## src/rtl/gb_video_pkg.sv

```systemverilog
// Shared GameBoy video definitions: LCD geometry, PPU modes, capture FSM states and the
// RGB555 -> RGB888 expansion used by both the capture path and the VGA mapping.
package gb_video_pkg;

    localparam int unsigned GB_LCD_W = 160;
    localparam int unsigned GB_LCD_H = 144;

    typedef enum logic [1:0] {
        ModeHblank = 2'd0,
        ModeVblank = 2'd1,
        ModeOam    = 2'd2,
        ModeXfer   = 2'd3
    } lcd_mode_e;

    typedef enum logic [2:0] {
        StIdle,
        StSync,
        StLine,
        StHwait,
        StDone
    } cap_state_e;

    // Replicate the top bits into the low bits so full-scale 5-bit maps to full-scale 8-bit.
    function automatic logic [23:0] rgb555_to_888(input logic [14:0] c);
        return {c[14:10], c[14:12], c[9:5], c[9:7], c[4:0], c[4:2]};
    endfunction

endpackage

```

## src/rtl/gb_lcd_pos_counter.sv

```systemverilog
// Pixel position tracker for the LCD capture: x within the line, y within the frame and a
// running line base so the linear pixel address needs no multiplier.
module gb_lcd_pos_counter
    import gb_video_pkg::*;
#(
    parameter int unsigned WIDTH  = GB_LCD_W,
    parameter int unsigned HEIGHT = GB_LCD_H,
    parameter int unsigned ADDR_W = 15
) (
    input  logic              clk_sys,
    input  logic              reset,
    input  logic              clear,
    input  logic              inc_x,
    input  logic              next_line,
    output logic [ADDR_W-1:0] addr,
    output logic              x_full,
    output logic              x_at_end,
    output logic              y_full,
    output logic              y_at_end
);

    localparam int unsigned XW = $clog2(WIDTH + 1);
    localparam int unsigned YW = $clog2(HEIGHT + 2);

    localparam logic [XW-1:0]     XMax   = XW'(WIDTH);
    localparam logic [YW-1:0]     YMax   = YW'(HEIGHT);
    localparam logic [YW-1:0]     YSat   = '1;
    localparam logic [ADDR_W-1:0] Stride = ADDR_W'(WIDTH);

    logic [XW-1:0]     x_q;
    logic [YW-1:0]     y_q;
    logic [ADDR_W-1:0] base_q;

    always_ff @(posedge clk_sys) begin
        if (reset || clear) begin
            x_q    <= '0;
            y_q    <= '0;
            base_q <= '0;
        end else if (next_line) begin
            x_q <= '0;
            // y keeps counting past the visible area so short/long frames can be judged.
            if (y_q != YSat) begin
                y_q <= y_q + YW'(1);
            end
            if (y_q < YMax) begin
                base_q <= base_q + Stride;
            end
        end else if (inc_x && (x_q < XMax)) begin
            x_q <= x_q + XW'(1);
        end
    end

    assign addr     = base_q + ADDR_W'(x_q);
    assign x_full   = (x_q >= XMax);
    assign x_at_end = (x_q == XMax);
    assign y_full   = (y_q >= YMax);
    assign y_at_end = (y_q == YMax);

endmodule

```

## src/rtl/gb_lcd_capture.sv

```systemverilog
// Captures the GameBoy core LCD pixel stream into a linear, optionally double-banked RGB888
// framebuffer, flagging malformed lines/frames and pulsing frame_done per completed frame.
module gb_lcd_capture
    import gb_video_pkg::*;
#(
    parameter int unsigned WIDTH   = GB_LCD_W,
    parameter int unsigned HEIGHT  = GB_LCD_H,
    parameter int unsigned ADDR_W  = 15,
    parameter bit          DBL_BUF = 1'b1
) (
    input  logic              clk_sys,
    input  logic              reset,
    input  logic              lcd_clkena,
    input  logic [14:0]       lcd_data,
    input  logic [1:0]        lcd_mode,
    input  logic              lcd_on,
    input  logic              lcd_vsync,
    output logic              fb_we,
    output logic [ADDR_W-1:0] fb_addr,
    output logic              fb_bank,
    output logic [23:0]       fb_data,
    output logic              frame_done,
    output logic [15:0]       frame_count,
    output logic              err_line,
    output logic              err_frame
);

    cap_state_e        state_q;
    logic              vsync_q;
    logic [1:0]        mode_q;
    logic              fb_we_q;
    logic [ADDR_W-1:0] fb_addr_q;
    logic [23:0]       fb_data_q;
    logic              bank_q;
    logic              frame_done_q;
    logic [15:0]       frame_count_q;
    logic              err_line_q;
    logic              err_frame_q;

    logic              vsync_rise;
    logic              mode3_exit;
    logic              lcd_off;
    logic              pix;
    logic              cnt_clear;
    logic              cnt_inc;
    logic              cnt_next;
    logic              pix_write;
    logic [ADDR_W-1:0] pos_addr;
    logic              x_full;
    logic              x_at_end;
    logic              y_full;
    logic              y_at_end;

    assign vsync_rise = lcd_vsync & ~vsync_q;
    assign mode3_exit = (mode_q == ModeXfer) && (lcd_mode != ModeXfer);
    assign lcd_off    = ~lcd_on;
    assign pix        = lcd_clkena && (lcd_mode == ModeXfer);

    gb_lcd_pos_counter #(
        .WIDTH  (WIDTH),
        .HEIGHT (HEIGHT),
        .ADDR_W (ADDR_W)
    ) u_pos (
        .clk_sys   (clk_sys),
        .reset     (reset),
        .clear     (cnt_clear),
        .inc_x     (cnt_inc),
        .next_line (cnt_next),
        .addr      (pos_addr),
        .x_full    (x_full),
        .x_at_end  (x_at_end),
        .y_full    (y_full),
        .y_at_end  (y_at_end)
    );

    // Lines past the visible height still advance x so their length is checked, but never write.
    always_comb begin
        cnt_clear = 1'b0;
        cnt_inc   = 1'b0;
        cnt_next  = 1'b0;
        pix_write = 1'b0;
        case (state_q)
            StIdle, StSync: cnt_clear = 1'b1;
            StLine: begin
                if (!lcd_off) begin
                    if (mode3_exit || vsync_rise) begin
                        cnt_next = 1'b1;
                    end else if (pix && !x_full) begin
                        cnt_inc   = 1'b1;
                        pix_write = !y_full;
                    end
                end
            end
            default: ;
        endcase
    end

    always_ff @(posedge clk_sys) begin
        if (reset) begin
            state_q       <= StIdle;
            vsync_q       <= 1'b0;
            mode_q        <= 2'd0;
            fb_we_q       <= 1'b0;
            fb_addr_q     <= '0;
            fb_data_q     <= '0;
            bank_q        <= 1'b0;
            frame_done_q  <= 1'b0;
            frame_count_q <= '0;
            err_line_q    <= 1'b0;
            err_frame_q   <= 1'b0;
        end else begin
            vsync_q      <= lcd_vsync;
            mode_q       <= lcd_mode;
            fb_we_q      <= pix_write;
            frame_done_q <= 1'b0;
            if (pix_write) begin
                fb_addr_q <= pos_addr;
                fb_data_q <= rgb555_to_888(lcd_data);
            end
            case (state_q)
                StIdle: begin
                    if (lcd_on && vsync_rise) begin
                        state_q <= StSync;
                    end
                end
                StSync: begin
                    if (lcd_off) begin
                        state_q <= StIdle;
                    end else if (lcd_mode == ModeXfer) begin
                        state_q <= StLine;
                    end
                end
                StLine: begin
                    if (lcd_off) begin
                        state_q <= StIdle;
                    end else if (mode3_exit || vsync_rise) begin
                        if (!x_at_end) begin
                            err_line_q <= 1'b1;
                        end
                        state_q <= vsync_rise ? StDone : StHwait;
                    end else if (pix && x_full) begin
                        err_line_q <= 1'b1;
                    end else if (pix && y_full) begin
                        err_frame_q <= 1'b1;
                    end
                end
                StHwait: begin
                    if (lcd_off) begin
                        state_q <= StIdle;
                    end else if (vsync_rise) begin
                        state_q <= StDone;
                    end else if (lcd_mode == ModeXfer) begin
                        if (y_full) begin
                            err_frame_q <= 1'b1;
                        end
                        state_q <= StLine;
                    end
                end
                StDone: begin
                    if (lcd_off) begin
                        state_q <= StIdle;
                    end else begin
                        if (!y_at_end) begin
                            err_frame_q <= 1'b1;
                        end
                        frame_done_q  <= 1'b1;
                        frame_count_q <= frame_count_q + 16'd1;
                        bank_q        <= bank_q ^ DBL_BUF;
                        state_q       <= StSync;
                    end
                end
                default: state_q <= StIdle;
            endcase
        end
    end

    assign fb_we       = fb_we_q;
    assign fb_addr     = fb_addr_q;
    assign fb_bank     = bank_q;
    assign fb_data     = fb_data_q;
    assign frame_done  = frame_done_q;
    assign frame_count = frame_count_q;
    assign err_line    = err_line_q;
    assign err_frame   = err_frame_q;

endmodule

```

## config.mk

```make
export PLATFORM = sky130hd
export DESIGN_NAME = gb_lcd_capture
export DESIGN_NICKNAME = d
export VERILOG_FILES = /design/src/rtl/gb_video_pkg.sv /design/src/rtl/gb_lcd_pos_counter.sv /design/src/rtl/gb_lcd_capture.sv
export SDC_FILE = /design/constraint.sdc
export NUM_CORES = 1
export LEC_CHECK = 0
export CAP_MARGIN = 40
export CELL_PAD_IN_SITES_DETAIL_PLACEMENT = 1
export CELL_PAD_IN_SITES_GLOBAL_PLACEMENT = 1
export CORE_UTILIZATION = 40
export CTS_CLUSTER_SIZE = 24
export DETAILED_ROUTE_END_ITERATION = 8
export GPL_TIMING_DRIVEN = 0
export PLACE_DENSITY_LB_ADDON = 0.1
export SLEW_MARGIN = 20
export SYNTH_ARGS = -nofsm -noshare
export SYNTH_HDL_FRONTEND = slang
export SYNTH_SLANG_ARGS = --single-unit
```

## constraint.sdc

```tcl
create_clock -name clk_sys -period 3.9 [get_ports clk_sys]
set_input_delay 0.78 -clock clk_sys [delete_from_list [all_inputs] [get_ports clk_sys]]
set_output_delay 0.78 -clock clk_sys [all_outputs]
set_load 0.03 [all_outputs]
```

* Word-level counts from Yosys, hierarchy flattened *
Cells that the tools add are included.

word-level totals
  flip-flop bits (word level) = 97
  input port bits = 22
  output and inout port bits = 60
  word-level logic and storage cells = 110

cells by class
  $add $sub $neg = 5
  order comparisons = 4
  equal/unequal tests = 23
  multiplexer cells = 37
  bitwise logic cells = 4
  reductions and logical operators = 23

operators by type and width
  operator               count
  $mux 1                 27
  $ne 2x2->1 const B     13
  $mux 3                 8
  $add 16x1->16 const B  1
  $add 8x1->8 const B    2
  $eq 8x8->1 const B     2
  $ge 8x8->1 const B     2
  $lt 8x8->1 const B     2
  $add 15x8->15          1
  $add 15x8->15 const B  1
  $pmux 3 s5             1
  $reduce_and 11->1      1
  $ne 8x8->1 const B     1
  $reduce_and 2->1       4
  $logic_and 1x1->1      7
  $eq 3x2->1 const B     2
  $reduce_or 2->1        3
  $eq 2x2->1 const B     2
  $reduce_and 4->1       1
  $eq 3x1->1 const B     1
  $eq 3x3->1 const B     1
  $logic_not 3->1        1
  $ne 3x3->1 const B     1
  $not 1->1              3
  other kinds (6)        8

* Logic depth before layout (Yosys ltp) *
  word-level depth = 8
  gate-level depth with buffers = 9
  gate-level depth less buffers = 8

* By module *
From an unflattened synthesis, not the netlist that was laid out.

second synthesis, totals
  cell total of the unflattened synthesis = 475
  area total of the unflattened synthesis = 4,217.8 µm²

by module, submodules not included
  module              instances  cells each  area an instance (µm²)  sequential area each (µm²)
  gb_lcd_capture      1          289         2,677.6                 1,141.1
  gb_lcd_pos_counter  1          186         1,540.2                 520.5

* Least setup slack after synthesis *
Ideal clock, no wire load.

  path type = in2reg
  from = in lcd_on
  to = reg fb_addr_q[7] (netlist: fb_addr[7])
  library setup time = 67 ps
  arrival time = 2,172 ps
  data required time = 3,833 ps
  setup slack = 1,661 ps
  cell stages on the path = 8
  buffers on the path = 3
  cells stage by stage = nand4bb_1 -> buf_2 -> or3_1 -> buf_6 -> nor3_4 -> buf_6 -> nand2_1 -> a21oi_2

on the way
  word-level cells in the longest chain between the ends = 2

RTL lines
  what                  RTL line               RTL
  from (decl)           gb_lcd_capture.sv:16   input logic lcd_on,
  $mux 1                gb_lcd_capture.sv:85   if (!lcd_off) begin
  $mux 1                gb_lcd_capture.sv:82   case (state_q)
  to (signal assigned)  gb_lcd_capture.sv:117  fb_addr_q <= pos_addr;
  to (decl)             gb_lcd_capture.sv:32   logic [ADDR_W-1:0] fb_addr_q;

Every way passes these cells.
A chain may end at the register's enable or synchronous reset.

* Worst setup path after layout *
  from = in lcd_vsync
  to = reg u_pos.y_q[4]

on the way
  word-level cells in the longest chain between the ends = 6

RTL lines
  what                               RTL line                  RTL
  from (decl)                        gb_lcd_capture.sv:17      input logic lcd_vsync,
  $and 1x1->1                        gb_lcd_capture.sv:54      assign vsync_rise = lcd_vsync & ~vsync_q;
  $logic_or 1x1->1                   gb_lcd_capture.sv:86      if (mode3_exit || vsync_rise) begin
  $mux 1                             gb_lcd_capture.sv:86
  $mux 1                             gb_lcd_capture.sv:85
  $mux 1                             gb_lcd_capture.sv:82
  $reduce_and 2->1 (no source line)  --
  to (signal assigned)               gb_lcd_pos_counter.sv:43  y_q <= y_q + YW'(1);
  to (decl)                          gb_lcd_pos_counter.sv:31  logic [YW-1:0] y_q;

Every way passes these cells.

==> flow_summary.json <==
{
  "ir_drop_v": 0.0002256,
  "die_h_microns": 99.80,
  "setup_tns_ps": 0,
  "synth_fp_nets": 486,
  "holdCritPathClass": "register to register",
  "synthTopCellsByArea": "dfxtp_1 43%, nand2_1 6.4%, nor2_1 5.8%",
  "crit_type": "input port to register",
  "yosys.area.top_type": "dfxtp_1",
  "p_leak_uw": 0.001655,
  "hold_end": "fb_data[11]",
  "post_cts_buffers": 0,
  "holdPathStages": 2,
  "wirelength_mm": 10.35,
  "r2r-start": "state_q[2]",
  "antenna_found_initial": 0,
  "path_clk_slew_ps": 90,
  "grt_overflow": 0,
  "path_max_fanout": 9,
  "fin_nets": 580,
  "vias": 3462,
  "ant_nets": 0,
  "synth.avg_cell_area_sq_um": 8.428,
  "areaGrowthSynthToFinish_pct": 32.18,
  "yosys-top-cells-count": "83 x dfxtp_1, 65 x nand2_1, 59 x nor2_1",
  "grt_first_pass_wirelength_mm": 17.44,
  "worstPathRequired_ps": 4190,
  "reg2reg_slack_ps": 1650,
  "finalHoldViolations": 0,
  "cap_violations": 0,
  "multi_input_area_sq_um": 1916,
  "grt_pass1_vias": 3511,
  "cts_htree_levels": 3,
  "synth_seq_cells": 83,
  "rr_worst_depth": 9,
  "yosysUniqueCellTypes": 47,
  "ys.flop_type": "dfxtp_1",
  "syn_area_sq_um": 3826,
  "portBuffers": 81,
  "fin_crit_ps": 2850,
  "power-per-cell-area_nw_per_um2": 330.3,
  "clk_latency_ps": 350,
  "design_area_sq_um": 5057,
  "worstMarginPinSlew_ps": 884.8,
  "design.core.area_sq_um": 9240,
  "synthArstFlopShare": 0,
  "clock-sinks": 83,
  "rsz0062_at_grt": "false",
  "io_pins": 82,
  "placed_area_sq_um": 4803,
  "synthMostInstantiatedCell": "dfxtp_1",
  "cts_hold_buf": 0,
  "slew_headroom": 0.4074,
  "n_fill_cell": 1128,
  "drc_errors": 0,
  "wl_per_cell_microns": 15.17,
  "drv_slew": 0,
  "initial_utilization": 0.4141,
  "yosysTopAreaCellShare": 0.4343,
  "rows": 35,
  "drive_above_1_share": 0.07776,
  "die-area_sq_um": 9960,
  "startpoint_type": "input port",
  "rr_endpoint": "fb_addr[7]",
  "viasPerCell": 5.076,
  "clockBufferDepth": 2,
  "clock_skew_ps": 13.60,
  "crit_path_end_kind": "register",
  "fmax_ghz": 0.3508,
  "ys_seq_area_frac": 0.4343,
  "cts_resized": 0,
  "initialDrtViolationCount": 105,
  "grt_max_degree": 16,
  "seq_area_sq_um": 1662,
  "yosys_warnings": 0,
  "netlist_instances": 454,
  "grt_use_total": 0.2205,
  "finalSetupViolCount": 0,
  "run_status": "completed",
  "die_x_microns": 99.80,
  "cts_root_buffer": "clkbuf_8",
  "post-route-period-util": 0.7309,
  "routabilityCongestion": 0.8645,
  "synth_edf_count": 0,
  "critical_path_arrival_ps": 3140,
  "crit_start": "lcd_vsync",
  "min_from": "fb_data[11]",
  "cts_tree": "yes",
  "place_hpwl_mm": 7.779,
  "numCtsBuffers": 9,
  "diodes": 0,
  "first_pass_iters": 4
}
critical path, stage by stage:
cell	delay [ps]
clkdlybuf4s50_1	510
nor2b_1	470
a31o_2	180
clkbuf_1	370
nand3_1	270
or3_1	420
a21oi_1	150
flip-flops by register name, summed over array words and instances (netlist names):
signal / cells
frame_count: 16
fb_addr: 15
fb_data: 15
u_pos.base_q: 10
u_pos.x_q: 8
u_pos.y_q: 8
state_q: 3
mode_q: 2
err_frame: 1
err_line: 1
fb_bank: 1
fb_we: 1
frame_done: 1
vsync_q: 1
stage by stage:
step	cells	util	hold WS (ps)	power, uW	worst slack, ps
2_1_floorplan	454	-	477.8	897.4	1661
3_3_place_gp	664	0.5193	443.7	931.5	741.8
3_5_place_dp	665	0.5198	447.3	932.6	715.6
4_1_cts	681	0.5465	459.5	1689	1071
5_1_grt	682	0.5473	492.1	1727	875.7
6_report	682	0.5473	456.5	1670	1050
worst max-delay path by stage:
stage	end	slack, ps	cells past startpoint
floorplan	fb_addr[7]	1660	8
global placement	fb_data[11]	740	8
detailed placement	fb_data[19]	720	8
CTS	u_pos.y_q[4]	1070	7
global route	fb_data[7]	880	8
finish	u_pos.y_q[4]	1050	7
metal layers:
metal  global-route usage  wire length [microns]  vias up
li1                     -                      -     1721
met1               0.2786                   4677     1664
met2               0.3862                   5152       66
met3              0.03830                    402       11
met4              0.06109                    116        0
met5                    0                      0        -
cells in the final DEF (no fill, tap or decap), types with 5 or more instances in the layout:
cell	count
nor2_1	59
buf_6	6
nand3_1	17
a21oi_1	29
clkbuf_8	9
a211oi_1	7
nand4_1	12
xor2_1	20
inv_1	11
o21ai_0	7
nor2b_1	5
xnor2_1	22
buf_4	10
ha_1	9
clkbuf_1	15
clkdlybuf4s50_1	81
dfxtp_1	83
nand2_1	65
or3_1	6
nor4_1	10
nor3_1	16
kinds of logic after synthesis:
kind of cell	Yosys count	synth area share
simple gates	208	0.2587
xor+xnor	42	0.09614
flops	83	0.4343
buf+inv	44	0.06507
fa+ha+maj	10	0.03466
compound gates	65	0.1060
mux	2	0.005232
report_power, final:
part,switching [uW],leakage [uW],total (uW),internal (uW)
registers,1.27,0.000669,850,849
logic,33.0,0.000869,62.1,29.1
clock network,328,0.000116,758,430
total,362,0.00166,1670,1310
layout make-up:
class / instances / area share
timing repair buffer: 83 / 0.1628
clock buffer: 9 / 0.02449
multi-input combinational: 327 / 0.3788
inverter: 11 / 0.008164
sequential: 83 / 0.3285
clock inverter: 7 / 0.02425
buffer: 33 / 0.04107
tap: 129 / 0.03191
No activity file was read; power rests on OpenSTA's default activity.
